<file path="src/rtl/pll_seq_pkg.sv">
// pll_seq_pkg: shared state encoding and counter sizing for the PLL reset sequencer.
package pll_seq_pkg;

    typedef enum logic [2:0] {
        S_RESET,
        S_WAIT_LOCK,
        S_STABLE,
        S_RELEASE,
        S_RUN
    } state_e;

    localparam int RETRY_CNT_W = 8;

    function automatic int cnt_w(input int n);
        return $clog2(n) + 1;
    endfunction

endpackage

</file>
<file path="src/rtl/sync_2ff.sv">
// sync_2ff: generic two-flop synchronizer for bringing asynchronous levels into the clk_i domain.
module sync_2ff #(
    parameter int W = 1
) (
    input  logic         clk_i,
    input  logic         rst_i,
    input  logic [W-1:0] d_i,
    output logic [W-1:0] q_o
);

    logic [W-1:0] meta_q;
    logic [W-1:0] sync_q;

    always_ff @(posedge clk_i) begin
        if (rst_i) begin
            meta_q <= '0;
            sync_q <= '0;
        end else begin
            meta_q <= d_i;
            sync_q <= meta_q;
        end
    end

    assign q_o = sync_q;

endmodule

</file>
<file path="src/rtl/pll_reset_sequencer.sv">
// pll_reset_sequencer: pulses the PLL reset, qualifies LOCKED, then releases domain resets in turn.
// Define PLL_SEQ_RETRY_EN to re-pulse the PLL after a lock timeout and count the retries.
module pll_reset_sequencer
    import pll_seq_pkg::*;
#(
    parameter int RST_HOLD_CYCLES     = 16,
    parameter int LOCK_STABLE_CYCLES  = 1024,
    parameter int LOCK_TIMEOUT_CYCLES = 200000,
    parameter int DOMAIN_STAGGER      = 8,
    parameter int NUM_DOMAINS         = 2
) (
    input  logic                   sysclk_i,
    input  logic                   rst_i,
    input  logic                   pll_locked_i,
    output logic                   pll_rst_o,
    output logic [NUM_DOMAINS-1:0] domain_rst_o,
    output logic                   ready_o,
    output logic                   lock_lost_o,
    output logic [RETRY_CNT_W-1:0] retry_cnt_o
);

    localparam int HW  = cnt_w(RST_HOLD_CYCLES);
    localparam int SBW = cnt_w(LOCK_STABLE_CYCLES);
    localparam int GW  = cnt_w(DOMAIN_STAGGER);
    localparam logic [HW-1:0]  HOLD_LAST   = HW'(RST_HOLD_CYCLES - 1);
    localparam logic [SBW-1:0] STABLE_DONE = SBW'(LOCK_STABLE_CYCLES);
    localparam logic [GW-1:0]  STG_LAST    = GW'(DOMAIN_STAGGER - 1);

    state_e                 state_q;
    logic [HW-1:0]          hold_q;
    logic [SBW-1:0]         stable_q;
    logic [GW-1:0]          stg_q;
    logic                   pll_rst_q;
    logic [NUM_DOMAINS-1:0] dom_q;
    logic [NUM_DOMAINS-1:0] dom_d;
    logic                   ready_q;
    logic                   lost_q;
    logic                   lk_s;

`ifdef PLL_SEQ_RETRY_EN
    localparam int TW = cnt_w(LOCK_TIMEOUT_CYCLES);
    localparam logic [TW-1:0] TO_LAST = TW'(LOCK_TIMEOUT_CYCLES - 1);
    logic [TW-1:0]          to_q;
    logic [RETRY_CNT_W-1:0] retry_q;
    assign retry_cnt_o = retry_q;
`else
    assign retry_cnt_o = '0;
`endif

    sync_2ff #(.W(1)) u_lock_sync (
        .clk_i (sysclk_i),
        .rst_i (rst_i),
        .d_i   (pll_locked_i),
        .q_o   (lk_s)
    );

    // Bit 0 releases first: each shift clears the next-higher reset bit.
    assign dom_d = dom_q << 1;

    always_ff @(posedge sysclk_i) begin
        lost_q <= 1'b0;
        if (rst_i) begin
            state_q   <= S_RESET;
            hold_q    <= '0;
            stable_q  <= '0;
            stg_q     <= '0;
            pll_rst_q <= 1'b1;
            dom_q     <= '1;
            ready_q   <= 1'b0;
`ifdef PLL_SEQ_RETRY_EN
            to_q      <= '0;
            retry_q   <= '0;
`endif
        end else begin
            case (state_q)
                S_RESET: begin
`ifdef PLL_SEQ_RETRY_EN
                    to_q <= '0;
`endif
                    if (hold_q == HOLD_LAST) begin
                        state_q   <= S_WAIT_LOCK;
                        pll_rst_q <= 1'b0;
                        hold_q    <= '0;
                    end else begin
                        hold_q <= hold_q + 1'b1;
                    end
                end
                S_WAIT_LOCK, S_STABLE: begin
`ifdef PLL_SEQ_RETRY_EN
                    to_q <= to_q + 1'b1;
                    if (to_q == TO_LAST) begin
                        state_q   <= S_RESET;
                        pll_rst_q <= 1'b1;
                        stable_q  <= '0;
                        if (retry_q != '1) retry_q <= retry_q + 1'b1;
                    end else
`endif
                    if (state_q == S_WAIT_LOCK) begin
                        if (lk_s) begin
                            state_q  <= S_STABLE;
                            stable_q <= SBW'(1);
                        end
                    end else if (!lk_s) begin
                        state_q  <= S_WAIT_LOCK;
                        stable_q <= '0;
                    end else if (stable_q == STABLE_DONE) begin
                        state_q <= (dom_d == '0) ? S_RUN : S_RELEASE;
                        ready_q <= (dom_d == '0);
                        dom_q   <= dom_d;
                        stg_q   <= '0;
                    end else begin
                        stable_q <= stable_q + 1'b1;
                    end
                end
                S_RELEASE, S_RUN: begin
                    if (!lk_s) begin
                        state_q   <= S_RESET;
                        hold_q    <= '0;
                        pll_rst_q <= 1'b1;
                        dom_q     <= '1;
                        ready_q   <= 1'b0;
                        lost_q    <= 1'b1;
                    end else if (state_q == S_RELEASE) begin
                        if (stg_q == STG_LAST) begin
                            stg_q   <= '0;
                            dom_q   <= dom_d;
                            ready_q <= (dom_d == '0);
                            state_q <= (dom_d == '0) ? S_RUN : S_RELEASE;
                        end else begin
                            stg_q <= stg_q + 1'b1;
                        end
                    end
                end
                default: state_q <= S_RESET;
            endcase
        end
    end

    assign pll_rst_o    = pll_rst_q;
    assign domain_rst_o = dom_q;
    assign ready_o      = ready_q;
    assign lock_lost_o  = lost_q;

endmodule

</file>
<file path="config.mk">
export PLATFORM = sky130hd
export DESIGN_NAME = pll_reset_sequencer
export DESIGN_NICKNAME = d
export VERILOG_FILES = /design/src/rtl/pll_seq_pkg.sv /design/src/rtl/sync_2ff.sv /design/src/rtl/pll_reset_sequencer.sv
export SDC_FILE = /design/constraint.sdc
export NUM_CORES = 1
export LEC_CHECK = 0
export ABC_CLOCK_PERIOD_IN_PS = 2100
export CORE_ASPECT_RATIO = 0.5
export CORE_MARGIN = 2
export CORE_UTILIZATION = 32
export DETAILED_ROUTE_END_ITERATION = 6
export SLEW_MARGIN = 10
export SYNTH_ARGS = -nofsm -noshare
export SYNTH_HDL_FRONTEND = slang
export SYNTH_SLANG_ARGS = --single-unit
</file>
<file path="constraint.sdc">
create_clock -name sysclk_i -period 2.1 [get_ports sysclk_i]
set_input_delay 0.315 -clock sysclk_i [delete_from_list [all_inputs] [get_ports sysclk_i]]
set_output_delay 0.315 -clock sysclk_i [all_outputs]
set_load 0.05 [all_outputs]
</file>
==> flow_summary_export.csv <==
group,metric,value,unit
worst_setup_path,slowest_delay,0.48,ns
timing,drv_slew,0,
worst_setup_path,reg2reg_to,"state_q[2]",
synth,yosysWarnings,0,
pwr,p_sw_share,22.76,%
clock_network,clk_latency,0.28,ns
worst_setup_path,crit_fanout,3,
layout,diodes,0,
pwr,ir_worst_vdd,0.2672,mV
synth,syn_avg_cell_area,8.241,um2
timing,rsz0062_at_grt,"yes",
synth,synthCells,196,
layout,drive_above_1_share,22.32,%
global_route,grt_max_degree,18,
global_route,grt_pass1_wl,6085,um
synth,synth_edf_count,0,
worst_setup_path,startpoint_type,"register",
timing,slew_headroom,65.43,%
synth,ys_types,45,
timing,worst_pin_slew,0.5186,ns
worst_setup_path,path_buf_inv,2,
min_path,holdPathEnd,"u_lock_sync.q_o",
pwr,p_leak,0.7980,nW
die,die_y,54.24,um
pwr,power.switching,277.2,uW
synth,ys.flop_type,"dfxtp_1",
pwr,comb_power_share,5.7,%
die,row_count,18,
worst_setup_path,endpoint_kind,"register",
worst_setup_path,path_delay_family,"simple AND/OR/NAND/NOR gates",
pwr,internal-power,940.6,uW
timing,max_freq,0.4685,GHz
timing,worst_slack,-0.03442,ns
die,die_w,104.5,um
pwr,seqPwrFrac,47.8,%
synth,synth_top_area_cell,"dfxtp_1",
place,hpwl,2626,um
pwr,clock_power_share,46.5,%
synth,netlist_area,0.001615,mm2
place,io_buffers,7,
die,initial_core_util,33.05,%
timing,setup_viol,2,
status,status,"complete, but fails checks",
detailed_routing,route.detailed.drc,0,
die,dieArea,0.005667,mm2
layout,utilization,42.04,%
synth,synth.area.top_cells,"dfxtp_1 (37%), nor2_1 (6.3%), buf_4 (4.6%)",
detailed_routing,antenna_left,0,
detailed_routing,routedWlPerCell,12.78,um
place,placed_cells,282,
detailed_routing,drt_iter0_drc,42,
layout,fill_cells,496,
clock_network,clk_pin_slew_worst_paths,0.07,ns
clock_network,numCtsBuffers,5,
clock_network,ctsLongestPathBuffers,2,
global_route,gr-usage-all-layers,13.65,%
layout,area_growth,27.19,%
synth,async_reset_ff_share,0,%
job,maxCapViolCount,0,
global_route,grt_pass1_vias,1295,
synth,yosys_register_bits,30,
worst_setup_path,crit_chain,"inv_2 > ha_4 > or4b_4 > nor4_4 > nor3_2 > buf_4 > or4_4 > o21ai_1",
min_path,hp-class,"reg2reg",
die,core_area,0.004887,mm2
global_route,grt_overflow,0,
worst_setup_path,rr_startpoint,"stable_q[0]",
min_path,hp-start,"u_lock_sync.meta_q",
synth,yosysSeqAreaShare,37.18,%
timing,period_minus_slack,2.134,ns
worst_setup_path,worstPathRequired,2.31,ns
timing,period_share,101.6,%
synth,synth.top_cells.by_count,"dfxtp_1 (30), nor2_1 (27), nand2_1 (13)",
clock_network,root_buffer,"clkbuf_8",
synth,synth_top_area_share,37.18,%
synth,synth_most_common_cell,"dfxtp_1",
timing,hold_violations,0,
detailed_routing,via_count,1449,
detailed_routing,detail_route.vias_per_cell,4.929,
worst_setup_path,slowest_stage,"or4b_4",
detailed_routing,firstDrtPassIters,4,
timing,skew,0.006802,ns
place,gp_congestion,0.8208,
worst_setup_path,reg2reg_depth,8,
timing,timing.hold.ws,0.4472,ns
detailed_routing,wl,3758,um
worst_setup_path,reg2reg_slack,-0.03,ns
worst_setup_path,worstSetupPathType,"reg2reg",
clock_network,cts_tree,"built",
worst_setup_path,critPathArrivalTime,2.35,ns
layout,layout.nets,230,
clock_network,htreeDepth,2,
clock_network,clock_sinks,30,
global_route,antenna_found_initial,0,
die,design.portCount,16,
min_path,whs_path_depth,1,
layout,final-instance-count-excl-fill,294,
status,violations,"negative setup slack",
pwr,power_density,592.8,mW/mm2
## cell families after synthesis
| logic type | synth area share, % |
|---|---|
| other | 0.2322 |
| adders and majority gates | 3.098 |
| muxes | 1.936 |
| xor gates and xnor gates | 4.880 |
| and+or+nand+nor | 27.81 |
| buffers and inverters | 7.513 |
| DFF | 37.18 |
| AOI/OAI and AO/OA | 17.35 |
## power by group through the flow
stage / combinational (mW) / clock [mW] / sequential [mW]
floorplan: 0.0656 / 0 / 0.592
global placement: 0.0681 / 0 / 0.594
detailed placement: 0.0684 / 0 / 0.595
CTS: 0.0689 / 0.592 / 0.581
global route: 0.0748 / 0.614 / 0.582
finish: 0.0696 / 0.566 / 0.582
## worst max-delay path by stage
| stage | start | end | slack [ns] | cells past startpoint |
|---|---|---|---|---|
| after floorplan | stable_q[0] | state_q[0] | 0.002 | 7 |
| after global placement | stable_q[1] | stg_q[3] | -0.01 | 7 |
| after detailed placement | stable_q[0] | state_q[0] | -0.11 | 7 |
| after CTS | stable_q[0] | stg_q[2] | 0.0008 | 7 |
| after global routing | stable_q[0] | state_q[2] | -0.11 | 8 |
| final | stable_q[0] | state_q[2] | -0.03 | 8 |
## flip-flops by register name, summed over array words and instances (netlist names), 2 cells and up
| name | count |
|---|---|
| stable_q | 11 |
| state_q | 3 |
| hold_q | 5 |
| stg_q | 4 |
| domain_rst_o | 2 |
## placed cells by master (no fill, tap or decap), types with 5 or more instances in the layout
cell | Yosys | layout
dfxtp_1 | 30 | 29
nor2_1 | 27 | 27
buf_4 | 10 | 22
nand2_1 | 13 | 13
o21ai_0 | 12 | 10
a21oi_1 | 10 | 9
conb_1 | 1 | 8
nand3_1 | 7 | 7
clkdlybuf4s50_1 | 0 | 7
a211oi_1 | 6 | 6
nand3b_1 | 5 | 5
xnor2_1 | 5 | 5
clkbuf_8 | 0 | 5
## worst reg2reg max path: cells and delay by family, from the launching register on
family          cells  cell delay (ns)
compound gates      1             0.14
fa+ha+maj           1             0.12
flops               1             0.33
buf+inv             2             0.22
simple gates        4             1.26
## metrics by stage
stage	area [um2]	TNS (ns)	setup slack [ns]	power [mW]
after floorplan	1652	0	0.001649	0.6580
after detailed placement	1846	-0.3143	-0.1119	0.6629
after global placement	1846	-0.05459	-0.01317	0.6622
final	2054	-0.06661	-0.03442	1.218
after global routing	2054	-0.3438	-0.1068	1.271
after CTS	1986	0	0.0008280	1.242
## area by class of cell
cell class / count / area [um2] / share of cell area, %
clock buffers: 5 / 68.82 / 3.350
repair buffers: 29 / 235.2 / 11.45
inverters: 6 / 22.52 / 1.096
well taps: 70 / 87.58 / 4.263
clock inverters: 3 / 40.04 / 1.949
multi-input cells: 151 / 998.5 / 48.60
flip-flops and latches: 30 / 601.8 / 29.29
## metal layers
layer	global-route usage, %	share of wire, %	wire length, um	vias up
li1	-	-	-	735
met1	17.46	50	1894	683
met2	23.53	46	1728	27
met3	3.810	2.8	106	4
met4	3.378	0.75	28	0
met5	0	0	0	-
## what timing repair did
action                     in CTS  in global routing
setup buffers                   0                  4
pin swaps                       4                  7
hold buffers                    0                  0
gates resized for setup         4                 12
setup endpoints to repair       7                  8
No activity file was read; power rests on OpenSTA's default activity.
